<file path="config.mk">
export PLATFORM = sky130hd
export DESIGN_NAME = if_stage
export DESIGN_NICKNAME = d
export VERILOG_FILES = /design/src/rtl/if_stage.sv
export SDC_FILE = /design/constraint.sdc
export NUM_CORES = 1
export LEC_CHECK = 0
export ABC_AREA = 1
export BUFFER_PORTS_ARGS = -buffer_cell sky130_fd_sc_hd__clkbuf_2
export CAP_MARGIN = 40
export CORE_ASPECT_RATIO = 0.8
export CORE_MARGIN = 2
export CORE_UTILIZATION = 35
export DETAILED_ROUTE_END_ITERATION = 10
export GPL_TIMING_DRIVEN = 0
export PLACE_DENSITY = 0.65
export SLEW_MARGIN = 20
export SYNTH_ARGS = -nofsm -noshare
export SYNTH_HDL_FRONTEND = slang
export SYNTH_SLANG_ARGS = --single-unit
</file>
<file path="constraint.sdc">
create_clock -name clk -period 1.4 [get_ports clk]
set_input_delay 0.21 -clock clk [delete_from_list [all_inputs] [get_ports clk]]
set_output_delay 0.21 -clock clk [all_outputs]
set_load 0.01 [all_outputs]
</file>
<file path="src/rtl/if_stage.sv">
// Instruction fetch stage: drives a single-outstanding request to instruction
// memory and feeds the IF/ID register, with a one-entry skid buffer for ID stalls.
module if_stage (
  input  logic        clk,
  input  logic        rstn,
  input  logic        stall,
  input  logic        redirect,
  input  logic [31:0] redirect_pc,
  output logic        imem_req,
  output logic [31:0] imem_addr,
  input  logic        imem_gnt,
  input  logic        imem_rvalid,
  input  logic [31:0] imem_rdata,
  output logic        id_valid,
  output logic [31:0] id_inst,
  output logic [31:0] id_pc
);

  localparam logic [31:0] NOP = 32'h0000_0013;

  typedef enum logic [1:0] {
    FETCH = 2'd0,
    WAIT  = 2'd1,
    HOLD  = 2'd2,
    DROP  = 2'd3
  } state_t;

  state_t      state;
  state_t      state_next;
  logic [31:0] pc;
  logic [31:0] skid_inst;
  logic [31:0] skid_pc;
  logic        load_mem;
  logic        load_skid;
  logic        load_from_skid;

  function automatic logic [31:0] word_align(input logic [31:0] addr);
    return {addr[31:2], 2'b00};
  endfunction

  // State register.
  always_ff @(posedge clk) begin
    if (!rstn) begin
      state <= FETCH;
    end else begin
      state <= state_next;
    end
  end

  // Next-state and datapath load enables.
  always_comb begin
    state_next     = state;
    load_mem       = 1'b0;
    load_skid      = 1'b0;
    load_from_skid = 1'b0;
    if (redirect) begin
      // A request still in flight must have its response swallowed in DROP.
      if ((state == WAIT || state == DROP) && !imem_rvalid) begin
        state_next = DROP;
      end else if (state == FETCH && imem_gnt) begin
        state_next = DROP;
      end else begin
        state_next = FETCH;
      end
    end else begin
      case (state)
        FETCH: begin
          if (imem_gnt) state_next = WAIT;
          else          state_next = FETCH;
        end
        WAIT: begin
          if (imem_rvalid) begin
            if (!stall || !id_valid) begin
              load_mem   = 1'b1;
              state_next = FETCH;
            end else begin
              load_skid  = 1'b1;
              state_next = HOLD;
            end
          end else begin
            state_next = WAIT;
          end
        end
        HOLD: begin
          if (!stall) begin
            load_from_skid = 1'b1;
            state_next     = FETCH;
          end else begin
            state_next = HOLD;
          end
        end
        DROP: begin
          if (imem_rvalid) state_next = FETCH;
          else             state_next = DROP;
        end
        default: state_next = FETCH;
      endcase
    end
  end

  // PC, IF/ID register and skid buffer.
  always_ff @(posedge clk) begin
    if (!rstn) begin
      pc        <= 32'h0000_0000;
      id_valid  <= 1'b0;
      id_inst   <= NOP;
      id_pc     <= 32'h0000_0000;
      skid_inst <= 32'h0000_0000;
      skid_pc   <= 32'h0000_0000;
    end else if (redirect) begin
      pc       <= word_align(redirect_pc);
      id_valid <= 1'b0;
      id_inst  <= NOP;
    end else if (load_mem) begin
      id_valid <= 1'b1;
      id_inst  <= imem_rdata;
      id_pc    <= pc;
      pc       <= pc + 32'd4;
    end else if (load_from_skid) begin
      id_valid <= 1'b1;
      id_inst  <= skid_inst;
      id_pc    <= skid_pc;
      pc       <= pc + 32'd4;
    end else begin
      if (load_skid) begin
        skid_inst <= imem_rdata;
        skid_pc   <= pc;
      end
      if (!stall) begin
        id_valid <= 1'b0;
      end
    end
  end

  assign imem_req  = rstn && (state == FETCH);
  assign imem_addr = pc;

endmodule

</file>
; Word level (Yosys, flattened, before mapping)
; Index checks and enable logic that the tools add are counted.
[word_totals]
inputBits = 70
wordCells = 61
ff_bits = 163
output_inout_bits = 98
[classes]
addsub = 1
n_reduce_logical = 14
n_mux = 30
n_eq_ne = 4
bitwise_logic = 4
[op_table]
columns = operator, n
row1 = two-way mux 32 bit, 7
row2 = adder 32 x 3 -> 32 bit (second input constant), 1
row3 = two-way mux 1 bit, 15
row4 = two-way mux 2 bit, 7
row5 = one-hot mux 2 bit (4 select lines), 1
row6 = equality test 2 bit (second input constant), 2
row7 = NOT 1 bit, 4
row8 = AND reduction 4 bit, 1
row9 = logical AND 1 bit, 3
row10 = zero test 1 bit, 3
row11 = != test 3 x 1 -> 1 bit (second input constant), 1
row12 = nonzero test 3 bit, 1
row13 = equality test 2 x 1 -> 1 bit (second input constant), 1
row14 = zero test 2 bit, 1
row15 = logical OR 1 bit, 2
row16 = AND reduction 2 bit, 1
row17 = nonzero test 2 bit, 1
row18 = OR reduction 2 bit, 1

; Depth between registers and ports, before layout
[logic_depth]
ltp_word = 8
depth_mapped = 11
ltp_nobuf = 10

; Worst setup path before layout
; OpenSTA, ideal clock, no wires.
[synth_timing]
path_kind = flip-flop to flip-flop
startpoint = register pc[3], in the netlist imem_addr[3]
endpoint = register pc[28], in the netlist imem_addr[28]
period_less_slack_ns = 1.565
path_stages_with_launch = 11
arrival_time_ns = 1.433
required_ns = 1.268
n_path_buf = 0
setup_time_ns = 0.132
slack_ns = -0.165
cell_sequence = dfxtp_1 -> ha_1 -> nand2_1 -> nor2_1 -> nand2_1 -> nor2_1 -> nand2_1 -> nand2_1 -> nand3_1 -> nand2_1 -> a21oi_1
[synth_via]
elab_chain_cells = 4
[synth_rtl]
columns = item, line_no
row1 = "start, declared", 30  ; logic [31:0] pc;
row2 = "start signal, assigned", 111  ; pc <= word_align(redirect_pc);
row3 = "start signal, assigned", 118  ; pc <= pc + 32'd4;
row4 = "start signal, assigned", 123  ; pc <= pc + 32'd4;
row5 = adder 32 x 3 -> 32 bit (*), "118, 123"
row6 = two-way mux 32 bit, 119  ; end else if (load_from_skid) begin
row7 = two-way mux 32 bit (*), 114  ; end else if (load_mem) begin
row8 = two-way mux 32 bit (*), 110  ; end else if (redirect) begin
; Mark *: on every way between the ends. The rest lies on a longest branch, timed or not. The select of a mux whose other input is x is not followed.
; A chain may end at the register's enable or synchronous reset.

; Worst setup path in the final report
[layout_timing]
startpoint = register state[0]
endpoint = register id_inst[29]
[layout_via]
elab_chain_cells = 4
word_cells_on_any_way = 8
cone_classes = 2 x eq/ne / 5 x mux / 1 x reduce/logical
[layout_rtl]
columns = item, line_no
row1 = "start, declared", 28  ; state_t state;
row2 = "start signal, assigned", 46  ; state <= state_next;
row3 = equality test 2 x 1 -> 1 bit / equality test 2 bit (equally long branches), 66  ; case (state)
row4 = two-way mux 1 bit, 66
row5 = two-way mux 1 bit, 56  ; if (redirect) begin
row6 = two-way mux 32 bit / nonzero test 2 bit (equally long branches), n/a
row7 = "end signal, assigned", 116  ; id_inst <= imem_rdata;
row8 = "end signal, assigned", 121  ; id_inst <= skid_inst;
row9 = "end, declared", 15  ; output logic [31:0] id_inst,
; Parallel ways exist; a longest one is shown, timed or not.

==> results <==
- The synthesized area divided by synthesized cell count is 7.26 sq um.
- The largest driver fanout on the critical path is 5.
- The first global-routing pass estimated 40.0 mm of wire.
- The row count is 46.
- Grouping stages by cell kind, the critical path spends the most delay in buffers and inverters.
- The distinct cell type count after synthesis is 37.
- Wires add up to between 20 and 30 mm.
- Using the TritonRoute via totals, the vias-per-cell ratio works out to 5.37.
- The terminus of the critical flop-to-flop path is id_inst[29]$_SDFFE_PP0N_.
- The Yosys step of the flow raised 0 warnings.
- The number of max-slew violations in the final report was 0.
- The number of placed instances, taps included is around 1400.
- The number of DRC markers in iteration 0 is 694.
- The fraction of the mapped netlist area in compound gates was 0.257.
- The final reports fail on negative setup slack.
- For this run, the slowest stage of the critical path takes ~0.37 ns.
- In this run the deepest clock path goes through 2 buffers.
- The remaining routing DRC violations is 0.
- The weighted congestion at the end of routability-driven global placement is 0.902.
- In this run the clock root is driven by a sky130_fd_sc_hd__clkbuf_16.
- Buffers placed on the I/O ports in this run total 161.
- The multi-input combinational cells in the finished layout cover a total of approximately 0.0042 sq mm.
- The tightest min-delay check is of the in -> reg type.
- The die covers 0.0212 sq mm.
- Counting the fill cells in the layout gives approximately 1800.
- Clock-pin slew was measured on the worst setup and hold paths at 0.07 ns.
- The area of the mapped netlist is 0.00702 sq mm.
- Of the cells placed in the final design, the portion with a size suffix greater than 1 is 0.470.
- The adder-cell share of the synthesized area is 0.00178.
- STA classifies the critical path endpoint as a register.
- In this run the most critical hold path is launched from imem_rdata[4].
- Detailed placement finished with a half-perimeter wire length of 17.6 mm.
- The worst hold path was traced through 3 stages.
- The required time at the worst-slack endpoint is ~1.8 ns.
- In this run the number of cells on the critical path is 9.
- The count of TritonRoute iterations in the first routing pass is 5.
- After detailed routing, the average wire length per cell comes to 19.0 um.
- The via count of the first global-routing pass was between 7000 and 8000.
- Leaving out fill and tap cells, the most frequent cell in the layout is sky130_fd_sc_hd__clkbuf_2.
- After clock tree synthesis, the flow added hold-fix buffers numbering 0.
- Together, buffers and inverters on the worst path number 3.
- The top achievable clock speed is 624 MHz.
- For this design the ratio of total power to cell area is around 1000 mW/mm^2.
- The worst-case hold path end point is id_inst[4]$_SDFFE_PP1N_.
- The critical path data arrival time is 1.95 ns.
- Entering global routing, the biggest net connects 17 pins.
- The count of endpoints failing hold in the final timing report is 0.
- The global routing usage summed across all routing layers is 0.248.
- The count of nets left with antenna violations once routing finished came out at 0.
- The pin slew with the least headroom to its limit is 0.920 ns.
- Registers take 0.00322 sq mm.
- The analysis attributes to cell leakage a power of 4.43 nW.
- Setup repair after global routing could not meet its margin everywhere.
- The slowest stage of the critical path belongs to the cell sky130_fd_sc_hd__dfxtp_4.
- In this run the critical register-to-register path is launched from state[0]$_SDFF_PN0_.
- The setup slack after layout is -0.202 ns.
- Counting flops with a built-in enable in the synthesized netlist gives 0.
- The number of cells on the worst reg-to-reg path is 9.
- The cell that appears most often on the critical path is sky130_fd_sc_hd__buf_8.
- The flop-to-flop setup slack is -0.20 ns.
- Leaving out fill and tap cells, the most frequent cells in the layout are sky130_fd_sc_hd__clkbuf_2 (167), sky130_fd_sc_hd__nand2_1 (138), sky130_fd_sc_hd__dfxtp_1 (125).
- The worst hold-check slack is 0.0250 ns.
- The largest family of logic cells by synthesized area is compound AO/OA/AOI/OAI gates.
- After synthesis the netlist holds a flip-flop and latch count of 157.
- Of the total power, combinational logic draws 0.149.
- After detailed placement, the total cell area comes to 0.00821 sq mm.
- The worst max-slew margin expressed relative to the limit is 0.387.
- The count of inserted antenna diode cells is 0.
- The count of H-tree levels built during CTS is 4.
- The part of the power in the clock network is 0.428.
- IR analysis of the VDD net gives a maximum drop of 0.725 mV.
- Of the total synthesized cell area, the portion taken by AND, OR, NAND and NOR gates is 0.189.
- The proportion of power drawn by flip-flops and latches is 0.423.
- The worst setup path is of the reg -> reg kind.
- The multiplexer fraction of the synthesized cell area is 0.
- The insertion delay to the later sink of the worst-skew pair is between 0.4 and 0.5 ns.
- The top-level I/O count is 168.
- The prevailing post-synth register cell is sky130_fd_sc_hd__dfxtp_1.
- The initial antenna violation count was 0.
- The flow ran to the end, but the final reports show violations.
- The internal power of the cells totals between 0.008 and 0.009 W.
- The core box area is approximately 0.02 sq mm.
- The power after layout is 0.0114 W.
- The post-synthesis sequential area ratio is 0.448.
- The total of endpoints with negative setup slack in the final report is 152.
- The die boundary height is 131 um.
- For this block, the via count after detailed routing is 8022.
- Clock tree synthesis found a total of 157 sinks.
- The worst setup path is launched from a register.
- The relative area change from synthesis to final layout is 59.3%.
- Of the available clock period, the critical path in the final layout requires 1.14.
- The final non-filler cell area is around 0.011 sq mm.
- The fraction of synthesized cell area in xor and xnor cells is 0.00499.
- The final cell count without fillers is 1495.
- The die width is 162 um.
- The final critical path time including I/O delays and setup is approximately 1.6 ns.
- The maximum clock skew at final layout is 0.0122 ns.
- The starting density of the core is 0.356.
- At the end of the flow the core is filled with cells to 0.566.
- The number of cells produced by synthesis is 967.
- In this run the power spent charging and discharging nets is 0.00318 W.
- Summed over all layers, the global routing overflow is 0.
- The TritonCTS clock tree is built.
- Walking the worst path, the cells encountered are nand2_4 > nor2_8 > nand2_8 > buf_12 > nor2_4 > buf_8 > buf_8 > o22ai_1 > a21oi_1.
- At the end of the flow, the number of nets in the layout was 1289.
- The async set-or-reset flop fraction in the synthesized netlist is 0.
- Of the total power, the share spent switching nets is 0.280.
- Counting the buffers created by CTS gives 17.
- The total of max-cap violations is 0.
[layer usage]
layer	vias to the layer above	share of wire	global-route usage
li1	3793	-	-
met1	3847	0.45	0.345
met2	327	0.45	0.375
met3	55	0.075	0.0581
met4	0	0.024	0.0963
met5	-	0	0
[kinds of logic (layout without fill, tap and decap cells)]
logic type / Yosys count / after routing
other cells: 1 / 4
flops: 157 / 157
xor+xnor: 4 / 4
fa+ha+maj: 1 / 1
buf+inv: 165 / 425
compound gates: 338 / 338
simple gates: 301 / 302
[power groups by stage]
| stage | logic [W] | registers, W | clock network (W) |
|---|---|---|---|
| final | 0.00169 | 0.00481 | 0.00486 |
| after CTS | 0.00151 | 0.00478 | 0.00490 |
| after floorplan | 0.000566 | 0.00490 | 0 |
| after detailed placement | 0.00110 | 0.00488 | 0 |
| after global routing | 0.00181 | 0.00483 | 0.00510 |
| after global placement | 0.00110 | 0.00488 | 0 |
[Yosys cell counts (6+ instances only)]
master                       n  area share
sky130_fd_sc_hd__clkbuf_1   29       0.016
sky130_fd_sc_hd__nor2_1     51       0.027
sky130_fd_sc_hd__buf_2      22       0.016
sky130_fd_sc_hd__o22ai_1    59       0.053
sky130_fd_sc_hd__nand2_1   176       0.094
sky130_fd_sc_hd__clkinv_1    9      0.0048
sky130_fd_sc_hd__buf_4      13       0.014
sky130_fd_sc_hd__inv_1      82       0.044
sky130_fd_sc_hd__a21oi_1   136       0.097
sky130_fd_sc_hd__dfxtp_1   157        0.45
sky130_fd_sc_hd__nand3_1    49       0.035
sky130_fd_sc_hd__o21ai_0   111       0.079
sky130_fd_sc_hd__o21ai_1    19       0.014
sky130_fd_sc_hd__a31oi_1     6      0.0053
[tightest hold or removal path: cells and delay by family]
kind	cells	cell delay [ns]
buffers and inverters	1	0.11
AOI/OAI and AO/OA	1	0.06
and+or+nand+nor	1	0.05
[per-stage QoR]
stage	setup TNS [ns]	setup slack, ns
6_report	-14.24	-0.202
3_5_place_dp	-57.70	-0.527
4_1_cts	-7.44	-0.161
5_1_grt	-21.74	-0.243
3_3_place_gp	-57.72	-0.524
2_1_floorplan	-0.590	-0.0146
[layout make-up]
type | count | share of cell area
tap | 264 | 0.0296
sequential | 157 | 0.288
timing repair buffer | 232 | 0.159
buffer | 65 | 0.0567
multi-input combinational | 649 | 0.377
clock buffer | 22 | 0.0433
inverter | 96 | 0.0348
clock inverter | 10 | 0.0114
[registers in the layout (all words and copies together), names as in the netlist]
signal / flops
imem_addr: 30
state: 2
id_valid: 1
id_pc: 30
id_inst: 32
skid_inst: 32
skid_pc: 30
[what timing repair did]
item                       CTS  global route
cloned                      10             8
setup buffers               44            14
gates resized for setup    245           265
setup endpoints to repair  157           157
pin swaps                   34            46
[worst max-delay path by stage]
stage          slack (ns)                          to                 from
3_5_place_dp        -0.53      id_pc[24]$_SDFFE_PN0P_  state[0]$_SDFF_PN0_
2_1_floorplan       -0.01    id_inst[23]$_SDFFE_PP0N_  state[0]$_SDFF_PN0_
4_1_cts             -0.16  imem_addr[28]$_SDFFE_PN0P_  state[0]$_SDFF_PN0_
3_3_place_gp        -0.52      id_pc[28]$_SDFFE_PN0P_  state[0]$_SDFF_PN0_
6_report            -0.20    id_inst[29]$_SDFFE_PP0N_  state[0]$_SDFF_PN0_
5_1_grt             -0.24  imem_addr[27]$_SDFFE_PN0P_  state[0]$_SDFF_PN0_
(Power assumes the default switching activity.)
